**config.mk**
```make
export PLATFORM = sky130hd
export DESIGN_NAME = ir_key_event
export DESIGN_NICKNAME = d
export VERILOG_FILES = /design/src/rtl/ir_key_event.sv
export SDC_FILE = /design/constraint.sdc
export NUM_CORES = 1
export LEC_CHECK = 0
export BUFFER_PORTS_ARGS = -buffer_cell sky130_fd_sc_hd__buf_2
export CORE_UTILIZATION = 59
export DETAILED_ROUTE_END_ITERATION = 6
export GPL_ROUTABILITY_DRIVEN = 0
export PLACE_DENSITY_LB_ADDON = 0.15
export SLEW_MARGIN = 40
export SYNTH_ARGS = -nofsm -noshare
export SYNTH_HDL_FRONTEND = slang
export SYNTH_SLANG_ARGS = --single-unit
```
**constraint.sdc**
```tcl
create_clock -name clk -period 5.4 [get_ports clk]
set_input_delay 0.27 -clock clk [delete_from_list [all_inputs] [get_ports clk]]
set_output_delay 0.27 -clock clk [all_outputs]
set_load 0.01 [all_outputs]
```
**src/rtl/ir_key_event.sv**
```systemverilog
// NEC remote key event generator: press / repeat / release / held.
// Optional IR_EXT_ADDR_EN: extended addressing, address complement not checked.
module ir_key_event #(
  parameter int HOLD_CYC = 6_000_000,
  parameter int ERR_W    = 8
) (
  input  logic             clk,
  input  logic             rst_n,
  input  logic [31:0]      ir_dout,
  input  logic             ir_dout_vld,
  input  logic             ir_rpt,
  output logic [7:0]       key_code,
  output logic [15:0]      key_addr,
  output logic             key_press,
  output logic             key_rpt,
  output logic             key_release,
  output logic             key_held,
  output logic [ERR_W-1:0] err_cnt
);

  localparam int TW = (HOLD_CYC > 2) ? $clog2(HOLD_CYC) : 1;
  localparam logic [TW-1:0] RELOAD = TW'(HOLD_CYC - 1);

  typedef enum logic [1:0] {
    IDLE,
    HELD,
    SWAP
  } state_t;

  state_t          state, state_n;
  logic [TW-1:0]   timer, timer_n;
  logic [7:0]      pend_code, pend_code_n;
  logic [15:0]     pend_addr, pend_addr_n;
  logic [7:0]      code_n;
  logic [15:0]     addr_n;
  logic            press_n, rpt_n, rel_n, held_n;
  logic [ERR_W-1:0] err_n;

  logic            cmd_ok, frm_ok, frm_new, frm_bad;
  logic            same, refresh;
  logic [15:0]     frm_addr;

  // Frame qualification and match against the currently held key
  always_comb begin
    cmd_ok = (ir_dout[23:16] == ~ir_dout[31:24]);
`ifdef IR_EXT_ADDR_EN
    frm_ok   = cmd_ok;
    frm_addr = ir_dout[15:0];
`else
    frm_ok   = cmd_ok && (ir_dout[7:0] == ~ir_dout[15:8]);
    frm_addr = {8'h00, ir_dout[7:0]};
`endif
    frm_new = ir_dout_vld && frm_ok;
    frm_bad = ir_dout_vld && !frm_ok;
    same    = frm_new && (ir_dout[23:16] == key_code)
              && (frm_addr == key_addr);
    // a frame in the same cycle masks a repeat strobe
    refresh = same || (!ir_dout_vld && ir_rpt);
  end

  // Next-state and next-output logic
  always_comb begin
    state_n     = state;
    timer_n     = timer;
    pend_code_n = pend_code;
    pend_addr_n = pend_addr;
    code_n      = key_code;
    addr_n      = key_addr;
    press_n     = 1'b0;
    rpt_n       = 1'b0;
    rel_n       = 1'b0;
    held_n      = key_held;
    err_n       = err_cnt;
    if (frm_bad && (err_cnt != {ERR_W{1'b1}}))
      err_n = err_cnt + ERR_W'(1);
    case (state)
      IDLE: begin
        if (frm_new) begin
          code_n  = ir_dout[23:16];
          addr_n  = frm_addr;
          press_n = 1'b1;
          held_n  = 1'b1;
          timer_n = RELOAD;
          state_n = HELD;
        end
      end
      HELD: begin
        if (frm_new && !same) begin
          rel_n       = 1'b1;
          pend_code_n = ir_dout[23:16];
          pend_addr_n = frm_addr;
          state_n     = SWAP;
        end else if (refresh) begin
          rpt_n   = 1'b1;
          timer_n = RELOAD;
        end else if (timer == '0) begin
          rel_n   = 1'b1;
          held_n  = 1'b0;
          state_n = IDLE;
        end else begin
          timer_n = timer - TW'(1);
        end
      end
      SWAP: begin
        code_n  = pend_code;
        addr_n  = pend_addr;
        press_n = 1'b1;
        timer_n = RELOAD;
        state_n = HELD;
      end
      default: begin
        state_n = IDLE;
        held_n  = 1'b0;
      end
    endcase
  end

  // State, timer and registered outputs
  always_ff @(posedge clk or negedge rst_n) begin
    if (!rst_n) begin
      state       <= IDLE;
      timer       <= '0;
      pend_code   <= '0;
      pend_addr   <= '0;
      key_code    <= '0;
      key_addr    <= '0;
      key_press   <= 1'b0;
      key_rpt     <= 1'b0;
      key_release <= 1'b0;
      key_held    <= 1'b0;
      err_cnt     <= '0;
    end else begin
      state       <= state_n;
      timer       <= timer_n;
      pend_code   <= pend_code_n;
      pend_addr   <= pend_addr_n;
      key_code    <= code_n;
      key_addr    <= addr_n;
      key_press   <= press_n;
      key_rpt     <= rpt_n;
      key_release <= rel_n;
      key_held    <= held_n;
      err_cnt     <= err_n;
    end
  end

endmodule

```
### Word-level counts from Yosys, hierarchy flattened

Cells that the tools add are included.

| word-level totals | value |
|---|---|
| bits in registers | 77 |
| input port bits | 36 |
| output and inout port bits | 36 |
| logic and storage cells | 79 |

| cells by class | value |
|---|---|
| $add $sub $neg | 2 |
| equal/unequal tests | 14 |
| muxes and demuxes | 28 |
| bitwise gates (word level) | 3 |
| reductions and logical operators | 21 |

Operators with widths:

| kind | count |
|---|---|
| $mux W23 | 4 |
| $pmux W23 S3 | 1 |
| $pmux W16 S2 | 1 |
| $eq A8 B8 Y1 | 3 |
| $logic_not A23 Y1 | 1 |
| $sub A23 B1 Y23 const B | 1 |
| $eq A8 B16 Y1 | 1 |
| $mux W16 | 1 |
| $not A8 Y8 | 2 |
| $pmux W8 S2 | 1 |
| $mux W1 | 12 |
| $ne A3 B3 Y1 const B | 3 |
| $add A8 B1 Y8 const B | 1 |
| $logic_and A1 B1 Y1 | 8 |
| $mux W2 | 4 |
| $mux W8 | 1 |
| $ne A2 B2 Y1 const B | 4 |
| $ne A8 B8 Y1 const B | 1 |
| $pmux W2 S3 | 1 |
| $reduce_and A5 Y1 | 1 |
| $reduce_and A2 Y1 | 2 |
| $reduce_and A4 Y1 | 1 |
| $logic_not A1 Y1 | 3 |
| $pmux W1 S3 | 1 |
| other kinds (9) | 9 |

### Longest topological paths before layout

| logic depth | value |
|---|---|
| depth after elaboration | 10 |
| gate-level depth with buffers | 8 |
| mapped depth without buffers | 8 |

### Worst setup path before layout

OpenSTA, ideal clock, no wires.

| path | value |
|---|---|
| kind | flip-flop to flip-flop |
| start | register timer[19] |
| end | register timer[1] |
| library setup time | 0.125 ns |
| arrival time | 2.472 ns |
| required time | 5.275 ns |
| path slack | 2.803 ns |
| stages on the path, launching flop included | 8 |
| path buffers | 0 |
| clock period less this slack | 2.597 ns |
| cells stage by stage | dfrtp_1 > or4_1 > or3_4 > or4_4 > o21ai_2 > o221a_4 > inv_2 > mux2_4 |

| on the way | value |
|---|---|
| word-level cells in the longest chain between the ends | 3 |

Ends and longest elaborated chain:

| element | line | text |
|---|---|---|
| start, declared | 31 | `logic [TW-1:0] timer, timer_n;` |
| start signal, assigned | 134 | `timer <= timer_n;` |
| $logic_not A23 Y1 | 96 | `end else if (timer == '0) begin` |
| $ne A3 B3 Y1 (no line) | - |  |
| $reduce_and A4 Y1 (no line) | - |  |

No other way between the ends.
A chain may end at the register's enable or synchronous reset.

### Worst setup path after layout

| path | value |
|---|---|
| start | register timer[19] |
| end | register timer[9] |

The elaborated chain is that of the path after synthesis.

==> results.sh <==
export IMPL_number_of_cells_upsized_or_downsized_after_cts=0
export IMPL_std_cell_rows=28
export IMPL_routed_wire_length_per_instance_um=16.1
export IMPL_root_buf_cell="sky130_fd_sc_hd__clkbuf_8"
export IMPL_power_leakage_uw=0.00205
export IMPL_ctsLongestPathBuffers=2
export IMPL_timing_fmax_ghz=0.342
export IMPL_hold_class="in -> async"
export IMPL_synth_cell_area_um2=3680
export IMPL_fin_worst_skew_ns=0.00807
export IMPL_post_drt_via_cell_ratio=5.87
export IMPL_tightestPinTransition_ns=0.737
export IMPL_cellPowerDensity_nw_per_um2=261
export IMPL_seqPwrFrac_pct=52.6
export IMPL_p_int_uw=788
export IMPL_power_switching_uw=313
export IMPL_worst_setup_path_type="reg -> reg"
export IMPL_grt_overflow_total=0
export IMPL_timing_critical_path_slowest_cell_delay_ns=0.65
export IMPL_die_area_um2=6560
export IMPL_tritoncts_num_buffers=9
export IMPL_postLayoutCellArea_um2=4220
export IMPL_port_buffer_count=63
export IMPL_post_route_period_util_pct=54.2
export IMPL_post_cts_repair_setup_buffers=0
export IMPL_cpMaxStageDelayCell="sky130_fd_sc_hd__a211o_1"
export IMPL_yosys_top_cells_area="sky130_fd_sc_hd__dfrtp_1 47%, sky130_fd_sc_hd__xnor2_1 5.2%, sky130_fd_sc_hd__mux2_2 5.2%"
export IMPL_first_iter_violations=186
export IMPL_total_wirelength_of_the_detailed_routed_design_mm=7.84
export IMPL_p_clk_share_pct=33.2
export IMPL_critPathRequiredTime_ns=5.64
export IMPL_tritoncts_clock_tree="yes"
export IMPL_synth_seq_area_share_pct=46.9
export IMPL_yosys_register_bits=69
export IMPL_number_of_hold_buffers_added_after_cts=0
export IMPL_synth_avg_cell_area_um2=10.7
export IMPL_rsz0062_at_grt="no"
export IMPL_synth_edf_count=0
export IMPL_global_route_wire_length_before_repair_mm=13.2
export IMPL_placement_cell_area_um2=4050
export IMPL_cap_violations=0
export IMPL_max_vdd_ir_drop_mv=0.256
export IMPL_fp_coreArea_um2=5960
export IMPL_p_comb_share_pct=14.2
export IMPL_num_io_pins=72
export IMPL_clock_sinks=69
export IMPL_netlist_top_cell_by_area="sky130_fd_sc_hd__dfrtp_1"
export IMPL_async_flop_share_pct=100
export IMPL_clkSlewWorstSetupHoldPaths_ns=0.07
export IMPL_post_dp_hpwl_mm=5.45
export IMPL_filler_cell_count_in_the_final_layout=467
export IMPL_cts_htree_levels=3
export IMPL_grt_start_max_net_pins=70
export IMPL_worstSkewPairLatency_ns=0.34
export IMPL_outcome="complete, no violations"
export IMPL_critPathArrivalTime_ns=3.16
export IMPL_timing_final_max_slew_violations=0
export IMPL_start_util_pct=61.8
export IMPL_yosys_warnings=0
export IMPL_critical_path_peak_fanout=22
export IMPL_sw_frac_of_total_pct=28.4
export IMPL_synth_distinct_cells=46
export IMPL_critPathLaunchType="register"
export IMPL_report_power_total_uw=1100
export IMPL_first_global_vias=2708
export IMPL_setup_viol_count_final=0
export IMPL_grt_util_all_layers_pct=26.9
export IMPL_synth_top_area_share_pct=46.9
export IMPL_worstPathCellList="or4_1 > or3_4 > nor4_1 > a211o_1 > nor4_1 > a211o_1"
export IMPL_diodes=0
export IMPL_drt_first_pass_iters=4
export IMPL_drcViolationCount=0
export IMPL_fp_dieW_um=81.0
export IMPL_finalHoldViolCount=0
export IMPL_synth_to_final_area_change_pct=14.7
export IMPL_route_vias_total=2859
export IMPL_detail_route_antenna_nets=0
export IMPL_synth_ff_type="sky130_fd_sc_hd__dfrtp_1"
export IMPL_worst_setup_path_end_kind="register"
export IMPL_layout_nets=447
export IMPL_total_negative_slack_ns=0
export IMPL_final_min_clock_period_ns=2.93
export IMPL_relSlewSlack_pct=50.9
export IMPL_post_route_cells_drive_above_1_share_pct=26.9
export IMPL_floorplan_die_height_um=81.0
export IMPL_synth_cells=344
export IMPL_antenna_found_initial=0
per-stage QoR:
| stage | cells | hold WS, ns | util, % | setup slack (ns) |
|---|---|---|---|---|
| after floorplan | 351 | -0.0256 | - | 2.80 |
| after global placement | 472 | 0.463 | 67.8 | 2.53 |
| after detailed placement | 472 | 0.413 | 68.0 | 2.46 |
| after CTS | 487 | 0.0482 | 70.7 | 2.48 |
| after global routing | 487 | 0.0512 | 70.9 | 2.30 |
| final | 487 | 0.00317 | 70.9 | 2.47 |
layout make-up:
| type | instances | area [µm²] | area share (%) |
|---|---|---|---|
| flip-flops and latches | 69 | 1730 | 40.9 |
| repair buffers | 67 | 349 | 8.27 |
| multi-input cells | 251 | 1850 | 43.8 |
| inverters | 10 | 37.5 | 0.889 |
| clock inverters | 5 | 27.5 | 0.652 |
| clock buffers | 10 | 138 | 3.26 |
| well taps | 75 | 93.8 | 2.22 |
cell usage after synthesis (5+ instances only):
master	instances
sky130_fd_sc_hd__dfrtp_1	69
sky130_fd_sc_hd__nand2_1	25
sky130_fd_sc_hd__o21ai_0	24
sky130_fd_sc_hd__xnor2_1	22
sky130_fd_sc_hd__mux2_2	17
sky130_fd_sc_hd__mux2i_1	17
sky130_fd_sc_hd__xor2_1	17
sky130_fd_sc_hd__o31ai_1	13
sky130_fd_sc_hd__nand4_1	12
sky130_fd_sc_hd__and2_1	10
sky130_fd_sc_hd__buf_4	9
sky130_fd_sc_hd__inv_1	9
sky130_fd_sc_hd__clkbuf_1	8
sky130_fd_sc_hd__nor3_1	8
sky130_fd_sc_hd__and3_1	7
sky130_fd_sc_hd__a211o_1	6
sky130_fd_sc_hd__nor2_1	6
sky130_fd_sc_hd__nor4_1	6
sky130_fd_sc_hd__o31a_1	6
sky130_fd_sc_hd__or4_1	6
sky130_fd_sc_hd__o41ai_1	5
sky130_fd_sc_hd__or3_1	5
sequential cells by signal, summed over array words and instances, names as in the netlist:
signal and cells:
key_code 8, key_release 1, pend_addr 8, key_addr 8, state 2, timer 23
key_press 1, pend_code 8, err_cnt 8, key_rpt 1, key_held 1
cells in the final DEF (no fill, tap or decap), types with 7 or more instances in the layout:
master                     instances
sky130_fd_sc_hd__xnor2_1          22
sky130_fd_sc_hd__and3_1            7
sky130_fd_sc_hd__o31ai_1          13
sky130_fd_sc_hd__mux2_2           17
sky130_fd_sc_hd__o21ai_0          24
sky130_fd_sc_hd__nand4_1          12
sky130_fd_sc_hd__dfrtp_1          69
sky130_fd_sc_hd__conb_1            8
sky130_fd_sc_hd__xor2_1           17
sky130_fd_sc_hd__and2_1           10
sky130_fd_sc_hd__inv_1             9
sky130_fd_sc_hd__nor3_1            8
sky130_fd_sc_hd__clkbuf_8         10
sky130_fd_sc_hd__buf_2            63
sky130_fd_sc_hd__nand2_1          25
sky130_fd_sc_hd__mux2i_1          17
final timing paths:
kind | from | endpoint | slack, ns | depth (start not counted)
worst max-delay path | timer[19] | timer[9] | 2.47 | 6
worst min-delay path | rst_n | timer[0] | 0.003 | 2
worst max register to register | timer[19] | timer[9] | 2.47 | 6
worst min register to register | err_cnt[7] | err_cnt[7] | 0.48 | 1
max in group asynchronous | rst_n | key_addr[0] | 4.94 | 2
min in group clk | ir_dout[2] | pend_addr[2] | 0.22 | 2
logic make-up after synthesis:
logic type / after synthesis / synth area share, %
other: 1 / 0.102
XOR/XNOR: 39 / 9.28
adder cells (fa/ha/maj): 3 / 1.02
buffers and inverters: 31 / 4.21
AND/OR/NAND/NOR: 96 / 14.6
AO/OA/AOI/OAI: 70 / 13.7
multiplexers: 35 / 10.2
flip-flops: 69 / 46.9
power groups by stage:
stage | clock network [µW] | registers (µW) | logic (µW)
detailed placement | 0 | 588 | 157
global placement | 0 | 586 | 150
CTS | 371 | 578 | 157
floorplan | 0 | 594 | 76.9
finish | 366 | 579 | 156
global route | 398 | 583 | 174
layer usage:
metal	GRT usage, %	vias to the layer above	part of all wire [%]
li1	-	1376	-
met1	37.5	1405	47
met2	41.5	66	48
met3	4.61	12	3.2
met4	11.3	0	1.6
met5	0	-	0
worst max-delay path: cells and delay by family, from the launching register on:
family,cells,cell delay [ns]
flops,1,0.43
compound gates,2,0.94
simple gates,4,1.44
No activity file was read; power rests on OpenSTA's default activity.
